[config.mk]
export PLATFORM = sky130hd
export DESIGN_NAME = bus_arb_mux
export DESIGN_NICKNAME = d
export VERILOG_FILES = /design/src/rtl/bus_arb_mux.sv
export SDC_FILE = /design/constraint.sdc
export NUM_CORES = 1
export LEC_CHECK = 0
export ABC_AREA = 1
export CAP_MARGIN = 0
export CORE_UTILIZATION = 44
export DETAILED_ROUTE_END_ITERATION = 6
export PLACE_DENSITY = 0.86
export SLEW_MARGIN = 20
export SYNTH_ARGS = -nofsm -noshare
export SYNTH_HDL_FRONTEND = slang
export SYNTH_SLANG_ARGS = --single-unit
[constraint.sdc]
create_clock -name clk -period 3.39 [get_ports clk]
set_input_delay 0.678 -clock clk [delete_from_list [all_inputs] [get_ports clk]]
set_output_delay 0.678 -clock clk [all_outputs]
set_load 0.01 [all_outputs]
[src/rtl/bus_arb_mux.sv]
// ---------------------------------------------------------------------------
// bus_arb_mux
//   Registered N-source bus multiplexer with req/gnt arbitration on the source
//   side and a valid/ready handshake on the bus side. One captured word is
//   driven at a time and held stable until the consumer takes it.
//
//   Configuration macro: BUS_ARB_FIXED_PRI_EN
//     defined   -> fixed priority, lowest set req index wins, no rr pointer
//     undefined -> round-robin starting after the last winner (default)
//
// Ports
//   clk        in   1           clock, all state on rising edge
//   rst_n      in   1           asynchronous active-low reset
//   req        in   NSRC        per-source request (slice i of src_data valid)
//   src_data   in   NSRC*WIDTH  flattened source data, slice i = [i*WIDTH +: WIDTH]
//   gnt        out  NSRC        one-hot one-cycle pulse: source i captured
//   bus_data   out  WIDTH       registered bus word
//   bus_sel    out  SELW        index of the source owning bus_data
//   bus_valid  out  1           bus_data valid
//   bus_ready  in   1           consumer accepts bus_data when valid && ready
// ---------------------------------------------------------------------------
module bus_arb_mux #(
    parameter int WIDTH = 16,
    parameter int NSRC  = 4,
    parameter int SELW  = 2
) (
    input  logic                  clk,
    input  logic                  rst_n,
    input  logic [NSRC-1:0]       req,
    input  logic [NSRC*WIDTH-1:0] src_data,
    output logic [NSRC-1:0]       gnt,
    output logic [WIDTH-1:0]      bus_data,
    output logic [SELW-1:0]       bus_sel,
    output logic                  bus_valid,
    input  logic                  bus_ready
);

    typedef enum logic {
        ST_IDLE = 1'b0,
        ST_BUSY = 1'b1
    } state_t;

    state_t            r_state;
    logic [WIDTH-1:0]  r_bus_data;
    logic [SELW-1:0]   r_bus_sel;
    logic              r_bus_valid;
    logic [NSRC-1:0]   r_gnt;

    logic [SELW:0]     w_pick;     // {found, index}
    logic              w_any;
    logic [SELW-1:0]   w_win;
    logic              w_capture;

`ifdef BUS_ARB_FIXED_PRI_EN
    // Lowest set request index; returns {found, index}.
    function automatic logic [SELW:0] fixed_pick(input logic [NSRC-1:0] r);
        logic [SELW:0] res;
        res = {1'b0, {SELW{1'b0}}};
        for (int k = NSRC - 1; k >= 0; k--) begin
            if (r[k]) begin
                res = {1'b1, SELW'(k)};
            end else begin
                res = res;
            end
        end
        return res;
    endfunction

    // Fixed-priority winner selection.
    always_comb begin
        w_pick = fixed_pick(req);
    end
`else
    logic [SELW-1:0] r_rr_ptr;

    // First set request scanning p+1, p+2, ... modulo n; returns {found, index}.
    // The wrap is done explicitly so a non-power-of-two NSRC works.
    function automatic logic [SELW:0] rr_pick(input logic [NSRC-1:0] r,
                                              input logic [SELW-1:0] p);
        logic [SELW:0]   res;
        logic [SELW-1:0] idx;
        int              s;
        res = {1'b0, {SELW{1'b0}}};
        for (int k = 1; k <= NSRC; k++) begin
            s = int'(p) + k;
            if (s >= NSRC) begin
                s = s - NSRC;
            end else begin
                s = s;
            end
            idx = s[SELW-1:0];
            if (!res[SELW] && r[idx]) begin
                res = {1'b1, idx};
            end else begin
                res = res;
            end
        end
        return res;
    endfunction

    // Round-robin winner selection.
    always_comb begin
        w_pick = rr_pick(req, r_rr_ptr);
    end

    // Pointer remembers the last winner; reset so source 0 wins first.
    always_ff @(posedge clk or negedge rst_n) begin
        if (!rst_n) begin
            r_rr_ptr <= SELW'(NSRC - 1);
        end else if (w_capture) begin
            r_rr_ptr <= w_win;
        end else begin
            r_rr_ptr <= r_rr_ptr;
        end
    end
`endif

    assign w_any = w_pick[SELW];
    assign w_win = w_pick[SELW-1:0];

    // A capture happens from IDLE, or from BUSY on the edge the word is taken.
    assign w_capture = w_any && ((r_state == ST_IDLE) || bus_ready);

    // Control FSM with registered bus outputs and grant pulse.
    always_ff @(posedge clk or negedge rst_n) begin
        if (!rst_n) begin
            r_state     <= ST_IDLE;
            r_bus_data  <= {WIDTH{1'b0}};
            r_bus_sel   <= {SELW{1'b0}};
            r_bus_valid <= 1'b0;
            r_gnt       <= {NSRC{1'b0}};
        end else begin
            case (r_state)
                ST_IDLE: begin
                    if (w_any) begin
                        r_bus_data  <= src_data[w_win*WIDTH +: WIDTH];
                        r_bus_sel   <= w_win;
                        r_bus_valid <= 1'b1;
                        r_gnt       <= {{(NSRC-1){1'b0}}, 1'b1} << w_win;
                        r_state     <= ST_BUSY;
                    end else begin
                        r_gnt       <= {NSRC{1'b0}};
                        r_state     <= ST_IDLE;
                    end
                end
                ST_BUSY: begin
                    if (!bus_ready) begin
                        // Stall: hold the word, ignore new requests.
                        r_gnt       <= {NSRC{1'b0}};
                    end else if (w_any) begin
                        // Word taken this edge; next one captured with no bubble.
                        r_bus_data  <= src_data[w_win*WIDTH +: WIDTH];
                        r_bus_sel   <= w_win;
                        r_bus_valid <= 1'b1;
                        r_gnt       <= {{(NSRC-1){1'b0}}, 1'b1} << w_win;
                        r_state     <= ST_BUSY;
                    end else begin
                        r_bus_valid <= 1'b0;
                        r_gnt       <= {NSRC{1'b0}};
                        r_state     <= ST_IDLE;
                    end
                end
                default: begin
                    r_bus_valid <= 1'b0;
                    r_gnt       <= {NSRC{1'b0}};
                    r_state     <= ST_IDLE;
                end
            endcase
        end
    end

    assign gnt       = r_gnt;
    assign bus_data  = r_bus_data;
    assign bus_sel   = r_bus_sel;
    assign bus_valid = r_bus_valid;

endmodule

* Yosys cells after proc, flatten, opt, wreduce, memory -nomap -nowiden
Cells that the tools add are included.
** Cells by class
- Add/subtract/negate cells :: 8
- $lt $le $gt $ge :: 8
- Equality and inequality tests :: 2
- Shift operators :: 2
- Muxes and demuxes :: 31
- Bitwise gates (word level) :: 1
- Reductions and logical operators :: 9
** Operators with widths (number)
- indexed part select 64 x 7 -> 16 bit :: 1
- 2-to-1 mux 16 bit :: 2
- one-hot mux 16 bit (2 select lines) :: 1
- less-than comparator 2 x 3 -> 1 bit, second input constant :: 4
- 2-to-1 mux 2 bit :: 6
- 2-to-1 mux 3 bit :: 4
- greater-or-equal comparator 3 bit, second input constant :: 3
- binary-select mux 1 bit (select 2 bit) :: 4
- 2-to-1 mux 1 bit :: 8
- 2-to-1 mux 4 bit :: 2
- one-hot mux 4 bit (2 select lines) :: 1
- subtractor 2 x 1 -> 2 bit, second input constant :: 4
- adder 2 x 2 -> 3 bit, second input constant :: 2
- adder 2 x 3 -> 4 bit, second input constant :: 1
- greater-or-equal comparator 4 x 3 -> 1 bit, second input constant :: 1
- logical AND 1 bit :: 4
- inequality test 2 bit, second input constant :: 2
- one-hot mux 1 bit (2 select lines) :: 2
- one-hot mux 2 bit (2 select lines) :: 1
- << shifter 1 x 2 -> 4 bit, first input constant :: 1
- adder 2 x 1 -> 3 bit, second input constant :: 1
- zero test 1 bit :: 3
- AND reduction 2 bit :: 1
- logical OR 1 bit :: 1
- inverter 1 bit :: 1
** Storage, ports and cells
- Bits in registers :: 26
- Output and inout bits :: 23
- Word-level logic and storage cells :: 67

* Longest topological paths before layout
Gate-level depths: netlist of the first run.
- Depth in word-level cells :: 19
- Mapped depth :: 17
- Gate-level depth less buffers :: 15

* Worst setup path before layout of the first run
No wires, ideal clock.
- Path type :: register to register
- From :: register r_rr_ptr[0]
- To :: register r_bus_data[10] (netlist: bus_data[10])
- Data arrival time :: 1.718 ns
- Slack :: 1.556 ns
- Cell stages (with the launch flop) :: 18
- Path buffers :: 2
- Path through :: dfstp_2 > buf_4 > inv_4 > nand2_1 > nand2_2 > nand2_2 > nand2_2 > inv_2 > nand2_1 > nand2_2 > nand3_4 > buf_6 > nand2_1 > nand2_1 > nand2_1 > nand2_1 > nand2_1 > nand2_1
** On the way
- Longest elaborated chain between the ends :: 19
** Ends and longest elaborated chain
- start, declared :: line 74 : logic [SELW-1:0] r_rr_ptr;
- start signal, assigned :: line 109 : r_rr_ptr <= SELW'(NSRC - 1);
- start signal, assigned :: line 111 : r_rr_ptr <= w_win;
- start signal, assigned :: line 113 : r_rr_ptr <= r_rr_ptr;
- adder 2 x 1 -> 3 bit :: line 85 : s = int'(p) + k;
- greater-or-equal comparator 3 bit / subtractor 2 x 1 -> 2 bit (equally long branches) :: line 86, 87
- 2-to-1 mux 2 bit :: line 86 : if (s >= NSRC) begin
- binary-select mux 1 bit (select 2 bit) :: line 92 : if (!res[SELW] && r[idx]) begin
- 2-to-1 mux 1 bit (not written as such) :: line 92
- 2-to-1 mux 3 bit :: line 92
- zero test 1 bit :: line 92
- logical AND 1 bit :: line 92
- [... 3 more ...]
- 2-to-1 mux 3 bit :: line 92
- zero test 1 bit :: line 92
- logical AND 1 bit :: line 92
- 2-to-1 mux 3 bit (*) :: line 92
- indexed part select 64 x 7 -> 16 bit :: line 136, 152
- 2-to-1 mux 16 bit (*) :: line 135, 150
- 2-to-1 mux 16 bit :: line 147 : if (!bus_ready) begin
- one-hot mux 16 bit (2 select lines) (*) :: line 133 : case (r_state)
- end signal, assigned :: line 128 : r_bus_data <= {WIDTH{1'b0}};
- end signal, assigned :: line 136 : r_bus_data <= src_data[w_win*WIDTH +: WIDTH];
- end signal, assigned :: line 152 : r_bus_data <= src_data[w_win*WIDTH +: WIDTH];
- end, declared :: line 44 : logic [WIDTH-1:0] r_bus_data;
Every way passes the cells marked *; elsewhere a longest branch is shown, timed or not. The select of a mux whose other input is x is not followed.
A chain may end at the register's enable or synchronous reset.

* Worst setup path after layout of the first run
- From :: input port req[1]
- To :: register r_bus_sel[0] (netlist: bus_sel[0])
** On the way
- Longest elaborated chain between the ends :: 15
** Ends and longest elaborated chain
- start, declared :: line 29 : input logic [NSRC-1:0] req,
- binary-select mux 1 bit (select 2 bit) :: line 92
- 2-to-1 mux 1 bit (not written as such) :: line 92
- 2-to-1 mux 3 bit :: line 92
- zero test 1 bit :: line 92
- logical AND 1 bit :: line 92
- 2-to-1 mux 3 bit :: line 92
- zero test 1 bit :: line 92
- logical AND 1 bit :: line 92
- 2-to-1 mux 3 bit :: line 92
- zero test 1 bit :: line 92
- logical AND 1 bit :: line 92
- 2-to-1 mux 3 bit (*) :: line 92
- 2-to-1 mux 2 bit (*) :: line 135, 150
- 2-to-1 mux 2 bit :: line 147
- one-hot mux 2 bit (2 select lines) (*) :: line 133
- end signal, assigned :: line 129 : r_bus_sel <= {SELW{1'b0}};
- end signal, assigned :: line 137 : r_bus_sel <= w_win;
- end signal, assigned :: line 153 : r_bus_sel <= w_win;
- end, declared :: line 45 : logic [SELW-1:0] r_bus_sel;
Marks and branches as above.

==> results.cfg, run 1 <==
[setup_path]
critical_path.max_fanout = 21
setup.worst_path.class = input port to flip-flop
end_kind = flip-flop
required_ns = 3.55
start_kind = input port
crit_arrival_ns = 2.75

[clock_tree]
cts_buffer_depth = 2
cts_sinks = 26
clkSlewWorstSetupHoldPaths_ns = 0.09
post_cts_resized = 0
clkLatencyLatePin_ns = 0.27
cts_tree = built
clockRootBuffer = clkbuf_8
post_cts_buffers = 0
ctsHoldBuffers = 0
cts_buffers = 3
htree_levels = 1

[floorplanning]
die-area_sq_um = 4710
top_level_ports = 94
rows = 23
design.core.area_sq_um = 4140
die_y_microns = 68.6
fp.dieW_microns = 68.6
start_util = 0.471

[grt]
gr-usage-met1 = 0.335
overflow = 0
antenna_found_initial = 0
gr-usage-all-layers = 0.266
busiest_layer = met2
grt_pass1_wl_microns = 9270
grt_pass1_vias = 2097
met3_usage = 0.0493
grtUsageMet2 = 0.457
grt_max_degree = 34

[timing]
fmax_mhz = 386
fin_crit_sh = 0.765
slew_headroom = 0.454
clock_skew_ns = 0.00702
setup-tns-final_ns = 0
hold_ws_ns = 0.485
rsz0062_at_grt = false
finalHoldViolCount = 0
final-setup-viol-count = 0
slew_viol_final = 0
worst_pin_slew_ns = 0.819
fin_ws_ns = 0.798
min_period_ns = 2.59

[finish]
final_nets = 465
drive_above_1_share = 0.0814
fin_util = 0.705
area_growth_pct = 49.6
diodes = 0

[detailed_routing]
routed_wl_microns = 5900
vias_per_cell = 5.26
drtIter0Drc = 152
dr.pass1.iters = 4
vias = 2328
drc = 0
ant_nets = 0
post_drt_wl_per_cell_microns = 13.3

[placement]
hpwl_microns = 4300
post-place-ws_ns = 0.515
portBuffers = 93
gp_congestion = 0.900

[power_and_ir_drop]
irDropWorstVdd_mv = 0.654
cellPowerDensity_nw_per_um2 = 1120
leakage_nw = 1.51

[synthesis]
yosys_warnings = 0
synth_top_area_share = 0.371
syn_avg_cell_area_sq_um = 6.28
yosysTopAreaCell = nand2_1
ys_ff_latch = 26
syn_inst = 311
synth_cell_type_count = 24
ys_seq_area_frac = 0.334
syn-num-nets = 382
netlist_area_sq_um = 1950
ys_top_cells_by_area = nand2_1 (37%), dfrtp_1 (31%), nand4_1 (11%)

[hold_path]
min_path_type = flip-flop to flip-flop

[run]
cap_violations = 0

[status]
run_status = finished, final reports clean
## layout by cell type (no fill, tap or decap), types with 2 or more instances in the layout
cell type and instances:
nand2_1 193, clkdlybuf4s50_1 93, nand4_1 33, dfrtp_1 24, nand2_2 9, inv_2 6, nand3_1 5, buf_4 5
inv_1 4, o21ai_1 3, clkbuf_8 3, nand3_4 2, nor2_1 2, dfstp_2 2
## metrics by stage
stage | power [mW] | instances | cell area (sq um)
after global placement | 2.94 | 439 | 2850
after global routing | 3.63 | 443 | 2920
after floorplan | 2.45 | 311 | 1950
after CTS | 3.27 | 443 | 2920
final | 3.26 | 443 | 2920
after detailed placement | 3.00 | 439 | 2850
## cells by family after synthesis
kind of cell / Yosys count / synth area share
AO/OA/AOI/OAI: 7 / 0.0218
flip-flops: 26 / 0.334
AND/OR/NAND/NOR: 247 / 0.553
buffers and inverters: 31 / 0.0903
## critical path: stages
cell and delay [ns]:
clkdlybuf4s50_1 0.44, nand2_1 0.08, nand2_1 0.08, nand2_2 0.09, nand2_2 0.09, nor2_4 0.14
nand3_4 0.17, o21ai_2 0.37, inv_2 0.33, nand2_1 0.21, nand2_1 0.07
## layer usage
metal / vias to the layer above / share of wire
met5: - / 0
met4: 0 / 0.013
met3: 7 / 0.085
met2: 104 / 0.48
met1: 1051 / 0.42
li1: 1166 / -
## power breakdown
group,internal [mW],switching [mW],total (mW)
logic,0.893,1.53,2.43
clock network,0.158,0.0975,0.256
registers,0.467,0.109,0.576
## worst paths after layout
| check | startpoint | endpoint | slack, ns | depth (start not counted) |
|---|---|---|---|---|
| setup / recovery | req[1] | bus_sel[0] | 0.80 | 11 |
| hold / removal | bus_data[1] | bus_data[1] | 0.49 | 2 |
| setup reg to reg | r_rr_ptr[0] | bus_sel[0] | 0.88 | 11 |
| hold reg to reg | bus_data[1] | bus_data[1] | 0.49 | 2 |
| max in group asynchronous | rst_n | r_rr_ptr[0] | 2.32 | 2 |
| min in group asynchronous | rst_n | bus_data[6] | 0.77 | 2 |
## synthesized netlist by cell type (all sizes together)
master / instances
nand3: 8
buf: 19
o21ai: 4
nor2: 3
nand4: 33
o21bai: 1
dfstp: 2
nand2: 202
clkbuf: 1
inv: 11
nor3: 1
a31oi: 1
a21oi: 1
dfrtp: 24
## state kept, by name, summed over array words and instances, names as in the netlist
register and count:
bus_valid 1, bus_data 16, gnt 4, bus_sel 2, r_state 1, r_rr_ptr 2
## final cells by class
class / instances / area, sq um
clock inverter: 1 / 30.0
timing repair buffer: 98 / 968
clock buffer: 3 / 41.3
inverter: 11 / 43.8
tap: 50 / 62.6
sequential: 26 / 653
multi-input combinational: 254 / 1120
fill: 348 / 1220
Note: power is estimated with default switching activity, not from simulation.
==> run 2: changes to the inputs <==
--- a/config.mk
+++ b/config.mk
@@ -7,9 +7,9 @@
 export LEC_CHECK = 0
 export ABC_AREA = 1
 export CAP_MARGIN = 0
-export CORE_UTILIZATION = 44
+export CORE_UTILIZATION = 41
 export DETAILED_ROUTE_END_ITERATION = 6
-export PLACE_DENSITY = 0.86
+export PLACE_DENSITY = 0.81
 export SLEW_MARGIN = 20
 export SYNTH_ARGS = -nofsm -noshare
 export SYNTH_HDL_FRONTEND = slang
==> constraint.sdc (replaced) <==
create_clock -name clk -period 2.63 [get_ports clk]
set_input_delay 0.526 -clock clk [delete_from_list [all_inputs] [get_ports clk]]
set_output_delay 0.526 -clock clk [all_outputs]
set_load 0.01 [all_outputs]
==> run 2 against run 1 <==
  * Routed wire length fell by 3.0%
  * Setup slack got worse by 0.37 ns
  * Non-clock buffer count rose by 5
  * Global-route usage fell by 3.1 points
  * Largest cell class unchanged
  * Register-to-register slack got worse by 0.45 ns
  * Cell count rose by 1.6%
  * Combinational power rose by 33%
  * Sequential power rose by 25%
  * Critical endpoint is now bus_data[4]
  * Final area rose by 0.81%
  * Die area rose by 7.1%
  * Critical path type is now flip-flop to flip-flop
  * Power rose by 29%
  * The flow now finishes with violations (DRC)
  * Clock-buffer cell count rose by 1
==> results.cfg, run 2 (synthesis gave the netlist of run 1 again) <==
[finish]
final_cell_area_sq_um = 2950
area_growth_pct = 50.9
final_nets = 470
layout_common_cells = nand2_1 (193), clkdlybuf4s50_1 (93), nand4_1 (33)
mostFrequentLayoutCell = nand2_1
drive_above_1_share = 0.0930
fin_util = 0.659
largest_reg_flops = 16
num-fill-cells = 404
diodes = 0

[setup_path]
ff2ff_setup_slack_ns = 0.43
worstReg2RegEnd = bus_data[4]
reg2regPathDepth = 15
end_kind = flip-flop
critical_path.max_fanout = 33
endpoint = bus_data[4]
crit_arrival_ns = 2.36
required_ns = 2.79
r2r_start = r_rr_ptr[0]
setup.worst_path.class = flip-flop to flip-flop
startpoint = r_rr_ptr[0]
start_kind = flip-flop

[power_and_ir_drop]
p_sw_mw = 2.24
switching_share = 0.533
irDropWorstVdd_mv = 0.692
clockPowerShare = 0.060
leakage_nw = 1.53
p_seq_frac = 0.172
p_int_mw = 1.96
p_total_mw = 4.20
cellPowerDensity_nw_per_um2 = 1420
p_comb_frac = 0.768

[placement]
gp_congestion = 0.906
hpwl_microns = 4300
portBuffers = 93
post_dp_cell_area_sq_um = 2890

[floorplanning]
die-area_sq_um = 5040
start_util = 0.437
rows = 24
design.core.area_sq_um = 4470
top_level_ports = 94
fp.dieW_microns = 71.0
die_y_microns = 71.0

[detailed_routing]
vias = 2314
post_drt_wl_per_cell_microns = 12.7
ant_nets = 0
routed_wl_microns = 5720
drtIter0Drc = 212
vias_per_cell = 5.14
dr.pass1.iters = 6
drc = 2

[timing]
slew_viol_final = 0
fin_crit_sh = 0.838
setup-tns-final_ns = 0
worst_pin_slew_ns = 0.369
finalHoldViolCount = 0
rsz0062_at_grt = false
fmax_mhz = 454
final-setup-viol-count = 0
clock_skew_ns = 0.00523
slew_headroom = 0.754
min_period_ns = 2.20

[clock_tree]
post_cts_buffers = 0
cts_buffers = 3
htree_levels = 1
post_cts_resized = 0
clkSlewWorstSetupHoldPaths_ns = 0.09
ctsHoldBuffers = 0
cts_tree = built
cts_buffer_depth = 2
cts_sinks = 26
clkLatencyLatePin_ns = 0.27
clockRootBuffer = clkbuf_8

[grt]
grt_pass1_vias = 2041
gr-usage-met1 = 0.330
gr-usage-all-layers = 0.235
grt_pass1_wl_microns = 9540
antenna_found_initial = 0
busiest_layer = met2
overflow = 0
grtUsageMet2 = 0.390
grt_max_degree = 34
met3_usage = 0.0199

[run]
cap_violations = 0

[status]
violations = DRC
run_status = finished, violations left

[hold_path]
min_path_type = flip-flop to flip-flop
min_from = bus_data[3]
run 2: cell count changes in the layout (fill, tap and decap cells not counted), sizes merged:
cell,delta
bufinv,-1
buf,+5
clkbuf,+1
run 2: cell type report:
class / instances / area [sq um] / share of cell area
repair buffers: 103 / 1010 / 0.341
inverters: 11 / 43.8 / 0.0149
multi-input cells: 254 / 1120 / 0.381
well taps: 52 / 65.1 / 0.0221
flip-flops and latches: 26 / 653 / 0.222
clock buffers: 4 / 55.1 / 0.0187
run 2: worst min-delay path by stage:
stage / endpoint / slack (ns) / cells after the start
floorplan: bus_data[0] / 0.23 / 0
global placement: bus_data[4] / 0.46 / 2
detailed placement: bus_data[1] / 0.47 / 2
CTS: bus_data[1] / 0.49 / 2
global route: bus_data[6] / 0.52 / 2
finish: bus_data[3] / 0.48 / 2
run 2: metrics by stage:
step	std cells	setup WS, ns	hold slack (ns)
final	450	0.426	0.483
after global routing	450	0.160	0.522
after CTS	450	0.431	0.488
after detailed placement	446	0.194	0.465
after global placement	446	0.253	0.462
after floorplan	311	0.796	0.230
run 2: power by group through the flow:
| stage | Sequential [mW] | Clock (mW) | Combinational [mW] |
|---|---|---|---|
| global route | 0.739 | 0.279 | 3.66 |
| CTS | 0.721 | 0.258 | 3.23 |
| detailed placement | 0.729 | 0 | 3.20 |
| global placement | 0.720 | 0 | 3.15 |
| finish | 0.720 | 0.253 | 3.23 |
| floorplan | 0.763 | 0 | 2.40 |
run 2: per-layer routing:
| metal | part of all wire | up-vias |
|---|---|---|
| met5 | 0 | - |
| met4 | 0.0040 | 0 |
| met3 | 0.067 | 2 |
| met2 | 0.49 | 97 |
| met1 | 0.44 | 1047 |
| li1 | - | 1168 |
run 2: critical path, stage by stage (launching register included):
cell	delay [ns]
dfstp_2	0.66
inv_4	0.09
nand2_1	0.09
nand2_2	0.07
nand2_1	0.07
nand2_2	0.07
nand2_2	0.08
nand2_1	0.06
nand2_2	0.10
nand3_4	0.30
nand2_1	0.15
nand2_1	0.08
nand2_1	0.09
nand2_1	0.07
nand2_1	0.06
nand2_1	0.05
